==> src/rtl/song_pkg.sv <==
// Shared definitions for the song sequencer: ROM entry layout, song geometry and FSM states.
package song_pkg;

  localparam int unsigned ENTRY_W  = 16;
  localparam int unsigned ADV_BIT  = 15;
  localparam int unsigned NOTE_MSB = 14;
  localparam int unsigned NOTE_LSB = 9;
  localparam int unsigned DUR_MSB  = 8;
  localparam int unsigned DUR_LSB  = 3;
  localparam int unsigned META_MSB = 2;
  localparam int unsigned META_LSB = 0;

  localparam int unsigned NOTE_W = NOTE_MSB - NOTE_LSB + 1;
  localparam int unsigned DUR_W  = DUR_MSB - DUR_LSB + 1;
  localparam int unsigned META_W = META_MSB - META_LSB + 1;

  localparam logic [NOTE_W-1:0] NOTE_REST = '0;

  localparam int unsigned ENTRIES_PER_SONG = 32;
  localparam int unsigned IDX_W            = $clog2(ENTRIES_PER_SONG);

  typedef enum logic [2:0] {
    StIdle,
    StFetch,
    StDecode,
    StWait,
    StDone
  } state_e;

endpackage

==> src/rtl/song_sequencer_if.sv <==
// Song ROM read port plus the note-player load bus driven by the sequencer.
interface song_sequencer_if #(
  parameter int unsigned VOICES    = 3,
  parameter int unsigned SONG_BITS = 2
);

  logic [SONG_BITS+song_pkg::IDX_W-1:0] rom_addr;
  logic [song_pkg::ENTRY_W-1:0]         rom_data;
  logic [VOICES-1:0]                    load;
  logic [song_pkg::NOTE_W-1:0]          note_out;
  logic [song_pkg::DUR_W-1:0]           dur_out;
  logic [song_pkg::META_W-1:0]          meta_out;

  modport master (
    output rom_addr, load, note_out, dur_out, meta_out,
    input  rom_data
  );

  modport slave (
    input  rom_addr, load, note_out, dur_out, meta_out,
    output rom_data
  );

endinterface

==> src/rtl/beat_counter.sv <==
// Loadable down-counter paced by beat pulses; flags the beat that brings it to zero.
module beat_counter #(
  parameter int unsigned Width = 6
) (
  input  logic             clk,
  input  logic             reset,
  input  logic             load_i,
  input  logic [Width-1:0] load_val_i,
  input  logic             en_i,
  input  logic             beat_i,
  output logic             zero_o
);

  logic [Width-1:0] cnt_q, cnt_d;
  logic             dec;

  assign dec    = en_i & beat_i & (cnt_q != '0);
  assign zero_o = dec & ~load_i & (cnt_q == Width'(1));

  always_comb begin
    cnt_d = cnt_q;
    if (load_i) begin
      cnt_d = load_val_i;
    end else if (dec) begin
      cnt_d = cnt_q - Width'(1);
    end
  end

  always_ff @(posedge clk) begin
    if (reset) begin
      cnt_q <= '0;
    end else begin
      cnt_q <= cnt_d;
    end
  end

endmodule

==> src/rtl/song_sequencer.sv <==
// Walks one song in the song ROM, dispatching notes round-robin to the voices and
// timing advancing entries in beats.
module song_sequencer
  import song_pkg::*;
#(
  parameter int unsigned VOICES    = 3,
  parameter int unsigned SONG_BITS = 2
) (
  input  logic                 clk,
  input  logic                 reset,
  input  logic                 play,
  input  logic [SONG_BITS-1:0] song_sel,
  input  logic                 beat,
  output logic                 song_done,
  song_sequencer_if.master     bus
);

  localparam int unsigned VoiceW = (VOICES > 1) ? $clog2(VOICES) : 1;

  state_e                state_q, state_d;
  logic [SONG_BITS-1:0]  song_q, song_d;
  logic [IDX_W-1:0]      idx_q, idx_d;
  logic [VoiceW-1:0]     voice_q, voice_d;
  logic [VOICES-1:0]     load_q, load_d;
  logic [NOTE_W-1:0]     note_q, note_d;
  logic [DUR_W-1:0]      dur_q, dur_d;
  logic [META_W-1:0]     meta_q, meta_d;

  logic                  ent_adv;
  logic [NOTE_W-1:0]     ent_note;
  logic [DUR_W-1:0]      ent_dur;
  logic [META_W-1:0]     ent_meta;
  logic                  song_change;
  logic                  last_idx;
  logic [VoiceW-1:0]     voice_next;
  logic                  cnt_load;
  logic                  cnt_en;
  logic                  cnt_zero;

  assign ent_adv  = bus.rom_data[ADV_BIT];
  assign ent_note = bus.rom_data[NOTE_MSB:NOTE_LSB];
  assign ent_dur  = bus.rom_data[DUR_MSB:DUR_LSB];
  assign ent_meta = bus.rom_data[META_MSB:META_LSB];

  assign song_change = (song_sel != song_q);
  assign last_idx    = (idx_q == IDX_W'(ENTRIES_PER_SONG - 1));
  assign voice_next  = (voice_q == VoiceW'(VOICES - 1)) ? '0 : voice_q + VoiceW'(1);
  assign cnt_en      = (state_q == StWait) & play;

  beat_counter #(
    .Width (DUR_W)
  ) u_beat_counter (
    .clk        (clk),
    .reset      (reset),
    .load_i     (cnt_load),
    .load_val_i (ent_dur),
    .en_i       (cnt_en),
    .beat_i     (beat),
    .zero_o     (cnt_zero)
  );

  always_comb begin
    state_d  = state_q;
    song_d   = song_q;
    idx_d    = idx_q;
    voice_d  = voice_q;
    load_d   = '0;
    note_d   = note_q;
    dur_d    = dur_q;
    meta_d   = meta_q;
    cnt_load = 1'b0;

    case (state_q)
      StIdle: begin
        if (play) begin
          song_d  = song_sel;
          state_d = StFetch;
        end
      end
      StFetch: state_d = StDecode;
      StDecode: begin
        if (ent_note == NOTE_REST && ent_dur == '0) begin
          state_d = StDone;
        end else begin
          if (ent_note != NOTE_REST) begin
            load_d  = {{(VOICES-1){1'b0}}, 1'b1} << voice_q;
            note_d  = ent_note;
            dur_d   = ent_dur;
            meta_d  = ent_meta;
            voice_d = voice_next;
          end
          if (ent_adv && ent_dur != '0) begin
            cnt_load = 1'b1;
            state_d  = StWait;
          end else if (last_idx) begin
            state_d = StDone;
          end else begin
            idx_d   = idx_q + IDX_W'(1);
            state_d = StFetch;
          end
        end
      end
      StWait: begin
        if (cnt_zero) begin
          voice_d = '0;
          if (last_idx) begin
            state_d = StDone;
          end else begin
            idx_d   = idx_q + IDX_W'(1);
            state_d = StFetch;
          end
        end
      end
      StDone: begin
        if (!play) state_d = StIdle;
      end
      default: state_d = StIdle;
    endcase

    // A new song request wins over everything and drops any pending note.
    if (state_q != StIdle && song_change) begin
      state_d  = StIdle;
      load_d   = '0;
      note_d   = note_q;
      dur_d    = dur_q;
      meta_d   = meta_q;
      cnt_load = 1'b0;
    end

    if (state_d == StIdle) begin
      idx_d   = '0;
      voice_d = '0;
    end
  end

  always_ff @(posedge clk) begin
    if (reset) begin
      state_q <= StIdle;
      song_q  <= '0;
      idx_q   <= '0;
      voice_q <= '0;
      load_q  <= '0;
      note_q  <= '0;
      dur_q   <= '0;
      meta_q  <= '0;
    end else begin
      state_q <= state_d;
      song_q  <= song_d;
      idx_q   <= idx_d;
      voice_q <= voice_d;
      load_q  <= load_d;
      note_q  <= note_d;
      dur_q   <= dur_d;
      meta_q  <= meta_d;
    end
  end

  assign bus.rom_addr = {song_q, idx_q};
  assign bus.load     = load_q;
  assign bus.note_out = note_q;
  assign bus.dur_out  = dur_q;
  assign bus.meta_out = meta_q;
  assign song_done    = (state_q == StDone);

endmodule

==> src/flat_wrapper.sv <==
// flat-port wrapper written by rule: the top's interface ports become plain ports
module song_sequencer_flat import song_pkg::*;
#(
  parameter int unsigned VOICES    = 3,
  parameter int unsigned SONG_BITS = 2
)
  (clk, reset, play, song_sel, beat, song_done, bus_rom_addr, bus_load, bus_note_out, bus_dur_out, bus_meta_out, bus_rom_data);
  song_sequencer_if #(.VOICES(VOICES), .SONG_BITS(SONG_BITS)) bus_i ();
  input  logic clk;
  input  logic reset;
  input  logic play;
  input  logic [SONG_BITS-1:0] song_sel;
  input  logic beat;
  output logic song_done;
  output wire logic [$bits(bus_i.rom_addr)-1:0] bus_rom_addr;
  output wire logic [$bits(bus_i.load)-1:0] bus_load;
  output wire logic [$bits(bus_i.note_out)-1:0] bus_note_out;
  output wire logic [$bits(bus_i.dur_out)-1:0] bus_dur_out;
  output wire logic [$bits(bus_i.meta_out)-1:0] bus_meta_out;
  input wire logic [$bits(bus_i.rom_data)-1:0] bus_rom_data;
  assign bus_rom_addr = bus_i.rom_addr;
  assign bus_load = bus_i.load;
  assign bus_note_out = bus_i.note_out;
  assign bus_dur_out = bus_i.dur_out;
  assign bus_meta_out = bus_i.meta_out;
  assign bus_i.rom_data = bus_rom_data;
  song_sequencer #(.VOICES(VOICES), .SONG_BITS(SONG_BITS)) u_core (.clk(clk), .reset(reset), .play(play), .song_sel(song_sel), .beat(beat), .song_done(song_done), .bus(bus_i));
endmodule
==> config.mk <==
export PLATFORM = sky130hd
export DESIGN_NAME = song_sequencer_flat
export DESIGN_NICKNAME = d
export VERILOG_FILES = /design/src/rtl/song_pkg.sv /design/src/rtl/song_sequencer_if.sv /design/src/rtl/beat_counter.sv /design/src/rtl/song_sequencer.sv /design/src/flat_wrapper.sv
export SDC_FILE = /design/constraint.sdc
export NUM_CORES = 1
export LEC_CHECK = 0
export ABC_AREA = 1
export CAP_MARGIN = 20
export CORE_ASPECT_RATIO = 0.7
export CORE_UTILIZATION = 40
export DETAILED_ROUTE_END_ITERATION = 12
export GPL_ROUTABILITY_DRIVEN = 0
export PLACE_DENSITY = 0.73
export SYNTH_ARGS = -nofsm -noshare
export SYNTH_HDL_FRONTEND = slang
export SYNTH_SLANG_ARGS = --single-unit
==> constraint.sdc <==
create_clock -name clk -period 1.8 [get_ports clk]
set_clock_uncertainty 0.15 [all_clocks]
set_input_delay 0.18 -clock clk [delete_from_list [all_inputs] [get_ports clk]]
set_output_delay 0.18 -clock clk [all_outputs]
set_load 0.03 [all_outputs]
==> results of run 1 <==
cell usage after synthesis, drive strengths merged:
library cell,count
nand2,60
nor2,53
dfxtp,36
inv,32
o21ai,24
nand3,20
ha,4
nor3,4
o211ai,4
a21oi,3
buf,3
xnor2,3
xor2,3
a31oi,2
nand4,2
clkbuf,1
or2,1
critical path, stage by stage (launching register included):
cell	delay (ns)
dfxtp_4	0.38
ha_4	0.14
nand2_2	0.05
nor2_2	0.11
ha_2	0.20
nand4_1	0.12
nand2_1	0.10
nand3_2	0.07
nand2_2	0.10
nand3_4	0.14
nand2_2	0.10
inv_2	0.03
per-stage QoR:
step	worst slack [ns]	total power [mW]	hold slack (ns)
6_report	0.0240	2.31	0.343
5_1_grt	-0.0909	2.43	0.350
4_1_cts	0.00377	2.29	0.339
3_5_place_dp	-0.123	1.57	0.327
3_3_place_gp	-0.0692	1.56	0.310
2_1_floorplan	0.0450	1.32	0.0991
path summary, 6_finish.rpt:
path                          start                endpoint  slack (ns)  cells past startpoint
max                 u_core.idx_q[1]         u_core.idx_q[2]        0.02                     11
min          u_core.bus.note_out[4]  u_core.bus.note_out[4]        0.34                      2
max reg2reg         u_core.idx_q[1]         u_core.idx_q[2]        0.02                     11
min reg2reg  u_core.bus.note_out[4]  u_core.bus.note_out[4]        0.34                      2
cell families (layout without fill, tap and decap cells):
kind of cell / after synthesis / count (layout) / synth area share [%]
fa+ha+maj: 4 / 4 / 2.75
flops: 36 / 36 / 39.5
simple gates: 140 / 140 / 36.1
xor+xnor: 6 / 6 / 2.88
buf+inv: 36 / 110 / 8.37
compound gates: 33 / 33 / 10.4
power by group through the flow:
stage	clock network, mW	logic (mW)	registers [mW]
floorplan	0	0.299	1.02
global placement	0	0.643	0.920
detailed placement	0	0.651	0.923
CTS	0.721	0.661	0.906
global route	0.765	0.754	0.914
finish	0.708	0.695	0.906
layer usage:
metal  vias to the layer above  part of all wire [%]  wire, um  global-route usage (%)
li1                        955                     -         -                       -
met5                         -                     0         0                       0
met4                         0                   1.6        70                    8.13
met2                        57                    43      1880                    28.1
met3                         6                   6.8       298                    6.51
met1                       816                    49      2120                    25.4
sequential cells by signal, indices dropped and copies added, names as in the netlist:
signal / count
u_core.bus.dur_out: 6
u_core.bus.load: 3
u_core.bus.meta_out: 3
u_core.bus.note_out: 6
u_core.idx_q: 5
u_core.song_q: 2
u_core.state_q: 3
u_core.u_beat_counter.cnt_q: 6
u_core.voice_q: 2
layout make-up:
type | instances | area share, %
clock buffers | 5 | 2.53
repair buffers | 70 | 24.5
clock inverters | 3 | 1.56
flip-flops and latches | 36 | 26.7
multi-input cells | 183 | 37.6
well taps | 55 | 2.53
inverters | 32 | 4.50
timing repair:
item	4_1_cts	5_1_grt
gates resized for setup	3	28
pin swaps	0	6
setup endpoints to repair	9	12
buffers inserted	0	3
==> results.cfg, run 1 <==
[cts]
clock-root-buffer = clkbuf_8
cts_tree = yes
htreeDepth = 2
clkSinkCount = 36
clkLatencyLatePin_ns = 0.29
cts_hold_buf = 0
clk_path_buf_depth = 2
clkTransAtPathRegs_ns = 0.08
cts_buffers = 5

[layout]
multiInputGateArea_sq_um = 1020
area_delta_synth_final_pct = 49.3
fill_cells = 382
drive_above_1_share_pct = 25.5
antenna_cells = 0
final_nets = 354
final-seq-area_sq_um = 727
final_core_util_pct = 62.5
final_common_cell = nand2_1
final_area_sq_um = 2720
final_cell_count_no_fill = 384
final_cell_mix = nand2_1, clkdlybuf4s50_1, nor2_1, dfxtp_1, inv_1

[grt]
grt_pass1_vias = 1596
track_usage_pct = 19.1
grt_remaining_overflow = 0
grt_pass1_wl_mm = 6.85
antenna_found_initial = 0
grt_max_degree = 21

[floorplanning]
num_rows = 20
core-area_sq_um = 4350
chipHeight_um = 58.5
start_util_pct = 41.9
die_w_um = 82.7
io_pins = 48
die-area_sq_um = 4840

[placed_design]
dpl.hpwl_mm = 3.15
dpl_cell_area_sq_um = 2510
post-place-cells = 373
io_buffer_count = 47

[synthesis]
synth_top_cell_by_area = dfxtp_1
synthTopCellsByArea = dfxtp_1, nand2_1, nor2_1
synth_top_area_share_pct = 39.5
avgSynthCellArea_sq_um = 7.15
syn-instance-count = 255
netlist_area_sq_um = 1820
syn-num-nets = 281
seq_area_frac_synth_pct = 39.5
synth_cell_types = 28
ys_warn_count = 0
synth-seq-cells = 36

[critical_path]
cp.arrival_ns = 1.82
crit_path_end_kind = register
critPathKind = reg -> reg
critPathLaunchType = register
critical_path_required_ns = 1.84
path_max_fanout = 7

[detailed_routing]
wl_per_cell_um = 11.4
drc_errors = 0
routed_via_density = 4.78
vias = 1834
postRouteWirelength_mm = 4.37
firstDrtPassIters = 4
drt-initial-drc-count = 74
drtAntennaViolNets = 0

[worst_hold_path]
hold_path_class = reg -> reg

[pwr]
p_switching_mw = 0.732
p_seq_share_pct = 39.2
combPwrFrac_pct = 30.1
intPower_mw = 1.58
leakage_nw = 1.24
p_sw_share_pct = 31.7
clock_power_share_pct = 30.7
ir_drop_uv = 432
powerDensity_nw_per_um2 = 848

[timing]
slew_headroom_pct = 77.3
finalSetupViolCount = 0
setup_tns_ns = 0
rsz0062_at_grt = yes
tightest_slew_ns = 0.339
post-route-min-period_ns = 1.78
max_freq_mhz = 563
finalHoldViolations = 0
post-route-period-util_pct = 98.7
maxSlewViolCount = 0

[run]
cap_violations = 0

[status]
status = completed
(Power assumes the default switching activity.)
==> run 2: changes to the inputs <==
==> constraint.sdc (replaced) <==
create_clock -name clk -period 1.8 [get_ports clk]
set_clock_uncertainty 0.15 [all_clocks]
set_input_delay 0.36 -clock clk [delete_from_list [all_inputs] [get_ports clk]]
set_output_delay 0.36 -clock clk [all_outputs]
set_load 0.03 [all_outputs]
==> results.cfg, run 2 (same netlist as run 1, synthesis figures left out) <==
[critical_path]
crit_chain = clkdlybuf4s50_1
crit_path_end_kind = output port
critPathKind = reg -> out
path_delay_family = buffers and inverters
reg2reg_to = u_core.idx_q[1]
reg2reg_depth = 11
critPathLaunchType = register
cp.arrival_ns = 1.25
r2r_slack_ns = 0.07
slowest_stage = clkdlybuf4s50_1
max_stage_delay_ns = 0.66
r2r_start = u_core.idx_q[1]
critical_path_required_ns = 1.29
path_buf_inv = 1
path_max_fanout = 1

[cts]
htreeDepth = 2
clkTransAtPathRegs_ns = 0.07
clkLatencyLatePin_ns = 0.28
clk_path_buf_depth = 2
cts_tree = yes
clock-root-buffer = clkbuf_8
clkSinkCount = 36
cts_buffers = 5
cts_hold_buf = 0

[grt]
grt_pass1_vias = 1595
grt_remaining_overflow = 0
antenna_found_initial = 0
grt_max_degree = 21
grt_pass1_wl_mm = 6.84
track_usage_pct = 18.7

[floorplanning]
die_w_um = 82.7
die-area_sq_um = 4840
chipHeight_um = 58.5
io_pins = 48
core-area_sq_um = 4350
num_rows = 20
start_util_pct = 41.9

[timing]
maxSlewViolCount = 0
post-route-period-util_pct = 97.7
slew_headroom_pct = 77.9
rsz0062_at_grt = yes
finalSetupViolCount = 0
finalHoldViolations = 0
tightest_slew_ns = 0.333
post-route-min-period_ns = 1.76
setup_tns_ns = 0
worst_hold_slack_ns = 0.332
max_freq_mhz = 569

[placed_design]
post-place-cells = 373
io_buffer_count = 47
dpl.hpwl_mm = 3.06

[layout]
final_nets = 354
drive_above_1_share_pct = 27.1
area_delta_synth_final_pct = 48.6
final-seq-area_sq_um = 726
fill_cells = 422
final_core_util_pct = 62.2
final_cell_mix = nand2_1, dfxtp_1, nor2_1, inv_1
antenna_cells = 0
final_common_cell = nand2_1
final_cell_count_no_fill = 384
multiInputGateArea_sq_um = 1050

[worst_hold_path]
whs_path_depth = 2
whs_endpoint = u_core.bus.dur_out[0]
worstHoldStart = u_core.bus.dur_out[0]
hold_path_class = reg -> reg

[detailed_routing]
drc_errors = 0
drt-initial-drc-count = 67
routed_via_density = 4.67
vias = 1795
firstDrtPassIters = 4
drtAntennaViolNets = 0
postRouteWirelength_mm = 4.41
wl_per_cell_um = 11.5

[pwr]
leakage_nw = 1.34
powerDensity_nw_per_um2 = 795
ir_drop_uv = 494
power_mw = 2.15

[run]
cap_violations = 0

[status]
status = completed
## run 2: report_power, final
group / internal [mW] / switching (mW)
Combinational: 0.274 / 0.380
Sequential: 0.862 / 0.0501
Clock: 0.311 / 0.276
## run 2: layout make-up
cell class              count  area share [%]
clock buffers               7            3.19
clock inverters             1           0.277
inverters                  32            4.53
multi-input cells         183            38.9
flip-flops and latches     36            26.8
well taps                  55            2.54
repair buffers             70            23.7
## run 2: through the flow
step	instance area [sq um]	setup slack, ns
floorplan	1830	0.0450
global placement	2510	-0.246
detailed placement	2510	-0.281
CTS	2580	0.00671
global route	2710	-0.0350
finish	2710	0.0420
## run 2: worst max path at each step
stage / start / to / slack (ns) / cells after the start
3_5_place_dp: bus_rom_data[9] / u_core.idx_q[1] / -0.28 / 11
6_report: u_core.bus.load[0] / bus_load[0] / 0.04 / 1
3_3_place_gp: bus_rom_data[9] / u_core.idx_q[0] / -0.25 / 11
4_1_cts: bus_rom_data[9] / u_core.idx_q[1] / 0.007 / 11
5_1_grt: bus_rom_data[10] / u_core.idx_q[1] / -0.04 / 11
2_1_floorplan: u_core.idx_q[0] / u_core.idx_q[0] / 0.04 / 11
## run 2: what timing repair did
| item | 4_1_cts | 5_1_grt |
|---|---|---|
| setup buffers | 0 | 3 |
| pin swaps | 0 | 10 |
| endpoints found under the setup margin | 23 | 17 |
| gates resized for setup | 23 | 33 |
## run 2: layer usage
layer / global-route usage [%] / wire, um / up-vias / part of all wire (%)
met1: 25.8 / 2220 / 795 / 50
met2: 27.8 / 1920 / 38 / 44
met4: 6.65 / 48 / 0 / 1.1
li1: - / - / 958 / -
met3: 5.27 / 217 / 4 / 4.9
met5: 0 / 0 / - / 0
==> run 3: changes to the inputs <==
==> constraint.sdc (replaced) <==
create_clock -name clk -period 1.8 [get_ports clk]
set_clock_uncertainty 0.15 [all_clocks]
set_input_delay 0.36 -clock clk [delete_from_list [all_inputs] [get_ports clk]]
set_output_delay 0.36 -clock clk [all_outputs]
set_load 0.01 [all_outputs]
==> results.cfg, run 3 (same netlist as run 1, synthesis figures left out) <==
[layout]
area_delta_synth_final_pct = 52.2
drive_above_1_share_pct = 27.0
antenna_cells = 0
final_area_sq_um = 2770
final_nets = 358
final-seq-area_sq_um = 727
fill_cells = 368
final_common_cell = nand2_1
final_cell_mix = nand2_1, clkdlybuf4s50_1, nor2_1, dfxtp_1, inv_1
multiInputGateArea_sq_um = 1030
final_core_util_pct = 63.7

[timing]
finalHoldViolations = 0
finalSetupViolCount = 0
post-route-period-util_pct = 97.6
max_freq_mhz = 569
layout_setup_ws_ns = 0.0437
worst_hold_slack_ns = 0.324
tightest_slew_ns = 0.260
maxSlewViolCount = 0
slew_headroom_pct = 82.5
post-route-min-period_ns = 1.76
rsz0062_at_grt = yes

[worst_hold_path]
hold_path_class = reg -> reg
whs_path_depth = 1
whs_endpoint = u_core.bus.load[1]
worstHoldStart = u_core.voice_q[1]

[critical_path]
reg2reg_to = u_core.idx_q[0]
critical_path_required_ns = 1.29
slowest_stage = clkdlybuf4s50_1
critPathKind = reg -> out
crit_chain = clkdlybuf4s50_1
path_buf_inv = 1
crit_path_end_kind = output port
r2r_start = u_core.idx_q[0]
r2r_slack_ns = 0.07
max_stage_delay_ns = 0.56
reg2reg_depth = 11
path_delay_family = buffers and inverters
path_max_fanout = 3
cp.arrival_ns = 1.25
critPathLaunchType = register

[pwr]
powerDensity_nw_per_um2 = 810
power_mw = 2.25
leakage_nw = 1.28
ir_drop_uv = 656

[status]
status = completed

[floorplanning]
io_pins = 48
start_util_pct = 41.9
die_w_um = 82.7
chipHeight_um = 58.5
num_rows = 20
die-area_sq_um = 4840
core-area_sq_um = 4350

[placed_design]
dpl.hpwl_mm = 3.21
io_buffer_count = 47
dpl_cell_area_sq_um = 2560
place_ws_ns = -0.239

[detailed_routing]
routed_via_density = 4.70
vias = 1823
drtAntennaViolNets = 0
postRouteWirelength_mm = 4.31
drc_errors = 0
firstDrtPassIters = 4
drt-initial-drc-count = 81
wl_per_cell_um = 11.1

[cts]
clkLatencyLatePin_ns = 0.29
htreeDepth = 2
clkTransAtPathRegs_ns = 0.07
cts_buffers = 5
cts_tree = yes
clk_path_buf_depth = 2
clkSinkCount = 36
clock-root-buffer = clkbuf_8

[run]
cap_violations = 0

[grt]
track_usage_pct = 17.8
grt_remaining_overflow = 0
grt_max_degree = 21
antenna_found_initial = 0
grt_pass1_wl_mm = 6.51
grt_pass1_vias = 1531
run 3: cell types whose count changed in the layout (fill, tap and decap cells not counted), moves of 2 or more:
cell	previous run	this run
nand2_2	8	12
dlygate4sd2_1	22	2
o21ai_1	11	13
nand3_2	6	4
o21ai_0	13	11
nor2_1	31	33
clkdlybuf4s50_1	22	43
nand3_1	11	13
nand2_1	51	48
buf_4	22	24
run 3: area by class of cell:
type | instances | share of cell area [%]
Multi-Input combinational cell | 183 | 37.3
Sequential cell | 36 | 26.2
Timing Repair Buffer | 74 | 25.7
Inverter | 32 | 4.42
Clock buffer | 6 | 2.62
Tap cell | 55 | 2.48
Clock inverter | 2 | 1.26
run 3: layer usage:
| metal | part of all wire [%] | track usage (%) | vias up |
|---|---|---|---|
| met4 | 0.63 | 8.13 | 0 |
| met3 | 5.8 | 4.19 | 2 |
| li1 | - | - | 957 |
| met2 | 43 | 26.6 | 49 |
| met1 | 51 | 24.4 | 815 |
| met5 | 0 | 0 | - |
run 3: worst max-delay path by stage:
stage / start / endpoint / cells after the start
4_1_cts: u_core.idx_q[2] / bus_rom_addr[2] / 2
6_report: u_core.song_q[1] / bus_rom_addr[6] / 1
3_3_place_gp: bus_rom_data[14] / u_core.idx_q[1] / 12
5_1_grt: bus_rom_data[5] / u_core.voice_q[0] / 11
2_1_floorplan: u_core.idx_q[0] / u_core.idx_q[0] / 11
3_5_place_dp: bus_rom_data[3] / u_core.voice_q[1] / 11
run 3: report_power, final:
group | total (mW) | switching [mW] | leakage [nW] | internal [mW]
clock network | 0.688 | 0.277 | 0.0552 | 0.411
logic | 0.655 | 0.324 | 0.930 | 0.331
registers | 0.905 | 0.0431 | 0.294 | 0.862
total | 2.25 | 0.644 | 1.28 | 1.60
run 3: metrics by stage:
step / setup TNS [ns] / instances
after CTS: 0 / 387
after floorplan: 0 / 255
final: 0 / 388
after global routing: -0.168 / 388
after global placement: -5.45 / 379
after detailed placement: -5.94 / 379
run 3: what timing repair did:
| action | CTS | global route |
|---|---|---|
| setup endpoints to repair | 8 | 20 |
| hold endpoints to repair | 0 | 0 |
| pin swaps | 0 | 5 |
| resized for setup | 3 | 33 |
| buffers inserted | 0 | 1 |
| hold buffers | 0 | 0 |
